`config.mk`:
```
export PLATFORM = sky130hd
export DESIGN_NAME = qam_mapper
export DESIGN_NICKNAME = d
export VERILOG_FILES = /design/src/rtl/qam_mapper.sv
export SDC_FILE = /design/constraint.sdc
export NUM_CORES = 1
export LEC_CHECK = 0
export CAP_MARGIN = 0
export CORE_ASPECT_RATIO = 0.75
export CORE_MARGIN = 2
export CORE_UTILIZATION = 32
export CTS_BUF_LIST = sky130_fd_sc_hd__clkbuf_4 sky130_fd_sc_hd__clkbuf_8
export DETAILED_ROUTE_END_ITERATION = 8
export GPL_TIMING_DRIVEN = 0
export MAX_ROUTING_LAYER = met4
export PLACE_DENSITY = 0.61
export SLEW_MARGIN = 20
export SYNTH_ARGS = -nofsm -noshare
export SYNTH_HDL_FRONTEND = slang
export SYNTH_SLANG_ARGS = --single-unit
```
`constraint.sdc`:
```
create_clock -name clk -period 3.1 [get_ports clk]
set_input_delay 0.775 -clock clk [delete_from_list [all_inputs] [get_ports clk]]
set_output_delay 0.775 -clock clk [all_outputs]
set_load 0.02 [all_outputs]
```
`src/rtl/qam_mapper.sv`:
```
// Gray-coded BPSK/QPSK/16-QAM/64-QAM mapper: collects serial coded bits and emits
// registered signed I/Q samples with a one-cycle valid strobe per completed symbol.
module qam_mapper #(
  parameter int OUT_W = 16,
  parameter int UNIT  = 1024
) (
  input  logic                    clk,
  input  logic                    reset,
  input  logic                    in,
  input  logic                    encoder_en,
  input  logic [1:0]              mode,
  input  logic                    flush,
  output logic                    en,
  output logic signed [OUT_W-1:0] outx,
  output logic signed [OUT_W-1:0] outy,
  output logic                    busy
);

  localparam logic [1:0] MODE_BPSK  = 2'd0;
  localparam logic [1:0] MODE_QPSK  = 2'd1;
  localparam logic [1:0] MODE_QAM16 = 2'd2;
  localparam logic [1:0] MODE_QAM64 = 2'd3;

  if (longint'(7) * longint'(UNIT) > (longint'(1) << (OUT_W - 1)) - 1) begin : g_unit_check
    $error("qam_mapper: 7*UNIT does not fit in signed OUT_W");
  end

  logic [2:0]             cnt_q, cnt_d;
  logic [5:0]             sr_q, sr_d;
  logic [1:0]             mode_q, mode_d;
  logic                   en_q, en_d;
  logic                   busy_q, busy_d;
  logic signed [OUT_W-1:0] outx_q, outx_d;
  logic signed [OUT_W-1:0] outy_q, outy_d;

  logic [1:0] mode_eff;
  logic [5:0] bits;
  logic [2:0] nbits;
  logic [1:0] k;
  logic [2:0] ig, qg;

  // Axis value g is right-aligned with the first-received bit as MSB; Gray->binary
  // then gives the level index directly, so level = 2*index - (2^k - 1).
  function automatic logic signed [OUT_W-1:0] axis_scale(input logic [2:0] g,
                                                         input logic [1:0] kk);
    logic [2:0] bin;
    int         lvl;
    bin = g ^ (g >> 1) ^ (g >> 2);
    lvl = 2 * int'(bin) - ((1 << kk) - 1);
    return OUT_W'(lvl * UNIT);
  endfunction

  always_comb begin
    mode_eff = (cnt_q == 3'd0) ? mode : mode_q;

    bits = sr_q;
    for (int unsigned i = 0; i < 6; i++) begin
      if (cnt_q == 3'(i)) bits[i] = in;
    end

    nbits = 3'd1;
    k     = 2'd1;
    ig    = {2'b00, bits[0]};
    qg    = '0;
    case (mode_eff)
      MODE_BPSK: begin
        nbits = 3'd1;
        k     = 2'd1;
        ig    = {2'b00, bits[0]};
      end
      MODE_QPSK: begin
        nbits = 3'd2;
        k     = 2'd1;
        ig    = {2'b00, bits[0]};
        qg    = {2'b00, bits[1]};
      end
      MODE_QAM16: begin
        nbits = 3'd4;
        k     = 2'd2;
        ig    = {1'b0, bits[0], bits[1]};
        qg    = {1'b0, bits[2], bits[3]};
      end
      MODE_QAM64: begin
        nbits = 3'd6;
        k     = 2'd3;
        ig    = {bits[0], bits[1], bits[2]};
        qg    = {bits[3], bits[4], bits[5]};
      end
      default: ;
    endcase
  end

  always_comb begin
    cnt_d  = cnt_q;
    sr_d   = sr_q;
    mode_d = mode_q;
    en_d   = 1'b0;
    outx_d = outx_q;
    outy_d = outy_q;
    if (flush) begin
      cnt_d = '0;
    end else if (encoder_en) begin
      sr_d = bits;
      if (cnt_q == 3'd0) mode_d = mode;
      if (cnt_q + 3'd1 == nbits) begin
        cnt_d  = '0;
        en_d   = 1'b1;
        outx_d = axis_scale(ig, k);
        outy_d = (mode_eff == MODE_BPSK) ? '0 : axis_scale(qg, k);
      end else begin
        cnt_d = cnt_q + 3'd1;
      end
    end
    busy_d = (cnt_d != 3'd0);
  end

  always_ff @(posedge clk or posedge reset) begin
    if (reset) begin
      cnt_q  <= '0;
      sr_q   <= '0;
      mode_q <= MODE_BPSK;
      en_q   <= 1'b0;
      busy_q <= 1'b0;
      outx_q <= '0;
      outy_q <= '0;
    end else begin
      cnt_q  <= cnt_d;
      sr_q   <= sr_d;
      mode_q <= mode_d;
      en_q   <= en_d;
      busy_q <= busy_d;
      outx_q <= outx_d;
      outy_q <= outy_d;
    end
  end

  assign en   = en_q;
  assign outx = outx_q;
  assign outy = outy_q;
  assign busy = busy_q;

endmodule

```
==> summary.txt <==
Status
  • Run status: finished, final reports clean

Synthesis
  • Synth warn: 0
  • Post-synth EDFFs: 0
  • Asr flop ratio synth: 100%
  • Synth Register Bits: 25
  • Sequential area share after synthesis: 38.1%
  • Syn Inst Count: roughly 160
  • Synth Area per Inst: between 10 and 15 um2
  • Leading area contributor after synthesis: dfrtp_1
  • Post-synth top cells: dfrtp_1, buf_4, nand2_1, nor2_1, o21ai_0
  • Area contributors post-synth: dfrtp_1, buf_4, ha_1
  • Netlist Area Pre-Place: 1640 um2
  • Synth unique cells: 44
  • Ys flop type: dfrtp_1
  • Top-count cell post-synth: dfrtp_1
  • Yosys top cell area share: 38.1%

Power
  • Worst vdd ir: approximately 0.00016 V
  • Pwr Density: 690 nW/um2
  • Pleak: 0.00101 uW

Drt
  • Vias/cell: 4.36
  • DRT iter0 DRCs: 40
  • WL/cell: roughly 11 um
  • Via count: ~1200
  • Final ANT Viol Nets: 0
  • DRC: 0
  • DRT Wirelength: 3060 um
  • DRT Pass-1 Iters: 4

Placed design
  • Post-place instance area: 1980 um2
  • GP Congestion: roughly 0.80
  • PortBufs: 19
  • Worst slack at placement: -46.4 ps
  • DP Wirelength: 2350 um

Final layout
  • Final net count: 222
  • FILL cells: around 500
  • FF/Latch Area: 626 um2
  • Fin area: 2040 um2
  • Multi-input gate area: 863 um2
  • Area growth syn-to-layout: 24.2%
  • Diodes inserted: 0
  • Fraction of final layout cells sized beyond drive strength 1: between 20% and 30%
  • Fin util: between 40 and 50%

STA
  • Period minus WS final: 2860 ps
  • Final worst slack: 236 ps
  • Worst Tran Pin Value: 533 ps
  • Hold Slack: ~480 ps
  • RSZ-0062 raised after global routing: no
  • F_max: 349 MHz
  • Slew HR: 64.4%
  • Skew final: 0.922 ps
  • Final Hold Viols: 0
  • Slew Limit Fails: 0
  • Final Setup Violations: 0
  • Fin crit share: 92.4%

GRT
  • Grt ovf: 0
  • Vias in the first global route: 1075
  • Largest net degree at the start of global routing: 26
  • Initial antenna violation count: 0
  • Global-route wire length before repair: 5200 um
  • Tot GR Track Use: between 10% and 20%

Floorplanning
  • Die Area: 5720 um2
  • Core area: 4930 um2
  • # IOs: 41
  • Die H: 66.0 um
  • Die Width: just under 90 um
  • Initial core utilization: 33.3%
  • # rows: 22

Setup path
  • R2R Setup Slk: 240 ps
  • Delay-heaviest family, CP: flip-flops
  • Critical Path Sink: outy[13]
  • R2r worst-path depth: 12
  • Worst Path Buf+Inv: 2
  • Crit path arrival time: around 3000 ps
  • Crit Reg-Reg Endpoint: outy[13]
  • R2R Path Start: cnt_q[0]
  • Worst stage delay on the critical path: 540 ps
  • Critical path, cell by cell: inv_1 > ha_1 > nor2b_4 > buf_6 > mux2_4 > nor3_1 > a21oi_1 > xnor2_1 > ha_1 > a21oi_1 > xnor2_1 > a22o_1
  • Critical path class: flop to flop
  • Critical path launch point type: flop
  • Critical Path Source: cnt_q[0]
  • CP Depth: 12
  • Worst EP required: 3270 ps
  • Worst-path fanout max: 8
  • CP endpoint kind: flop
  • Worst path slowest cell: dfrtp_1

Clock tree
  • Root Driver: clkbuf_8
  • Clk buf depth: 2
  • CTS resizes: 0
  • Clk pin slew, worst setup/hold paths: 90 ps
  • # clock sinks: 25
  • TritonCTS clock tree: yes
  • CTS hold repair buffers: 0
  • Clock latency on the worst-skew pair: 270 ps
  • CTS Buf Count: 3
  • CTS HTree Levels: 1

Flow run
  • Max-Cap Viols: 0

Hold path
  • Min-Delay Path Class: flop to flop
-- cell families after synthesis --
| logic type | Yosys count | synth area share (%) |
|---|---|---|
| xor+xnor | 11 | 7.01 |
| flops | 25 | 38.1 |
| buf+inv | 34 | 13.6 |
| fa+ha+maj | 8 | 6.10 |
| mux | 11 | 7.93 |
| simple gates | 40 | 13.5 |
| other cells | 1 | 0.228 |
| compound gates | 33 | 13.5 |
-- layer usage --
layer  share of wire [%]  up-vias  wire, um  track usage (%)
met1                  54      531      1660             17.6
met4                0.13        0         4             1.76
met5                   0        -         0                -
met2                  41       26      1250             16.4
li1                    -      600         -                -
met3                 4.6        2       141             3.50
-- cell type report --
class / count / share of cell area, %
plain buffers: 25 / 9.09
clock buffers: 4 / 2.39
inverters: 8 / 1.72
multi-input cells: 123 / 42.4
flip-flops and latches: 25 / 30.7
well taps: 60 / 3.68
repair buffers: 21 / 10.1
-- state kept, by name, summed over array words and instances (netlist names) --
name    flops
cnt_q       3
en          1
outy        6
mode_q      2
sr_q        6
outx        6
busy        1
-- cell usage in the layout (no fill, tap or decap), drive strengths merged, types with 8 or more instances in the layout --
master / synthesis / routed
xnor2: 8 / 8
dfrtp: 25 / 25
nand2: 14 / 14
conb: 1 / 20
ha: 8 / 8
mux2i: 8 / 8
o21ai: 12 / 12
nor2: 10 / 10
clkdlybuf4s50: 0 / 19
buf: 23 / 25
inv: 8 / 8
-- through the flow --
step           instances  setup TNS [ps]  total power (uW)
2_1_floorplan        182               0               975
3_3_place_gp         261           -69.7              1200
3_5_place_dp         261           -46.4              1200
4_1_cts              265               0              1420
5_1_grt              266               0              1520
6_report             266               0              1410
-- report_power, final --
group	internal (uW)	total [uW]	switching, uW
Clock	101	205	104
Sequential	426	489	62.1
Combinational	350	713	363
-- worst reg2reg max path: cells and delay by family (launching register included) --
family | cells | cell delay [ps]
and+or+nand+nor | 2 | 460
adders and majority gates | 2 | 400
muxes | 1 | 360
buffers and inverters | 2 | 260
AOI/OAI and AO/OA | 3 | 500
xor gates and xnor gates | 2 | 240
DFF | 1 | 540
-- how the worst min path moves through the flow --
stage / from / endpoint / slack [ps] / cells past startpoint
finish: outx[10] / outx[10] / 480 / 1
global placement: outx[10] / outx[10] / 460 / 1
detailed placement: outx[10] / outx[10] / 460 / 1
global route: outx[10] / outx[10] / 500 / 1
floorplan: sr_q[0] / sr_q[0] / 450 / 2
CTS: outx[10] / outx[10] / 480 / 1
-- what timing repair did --
action	4_1_cts	5_1_grt
buffers inserted	0	2
endpoints found under the setup margin	0	2
hold endpoints to repair	0	0
Power figures use the tool's default switching activity.
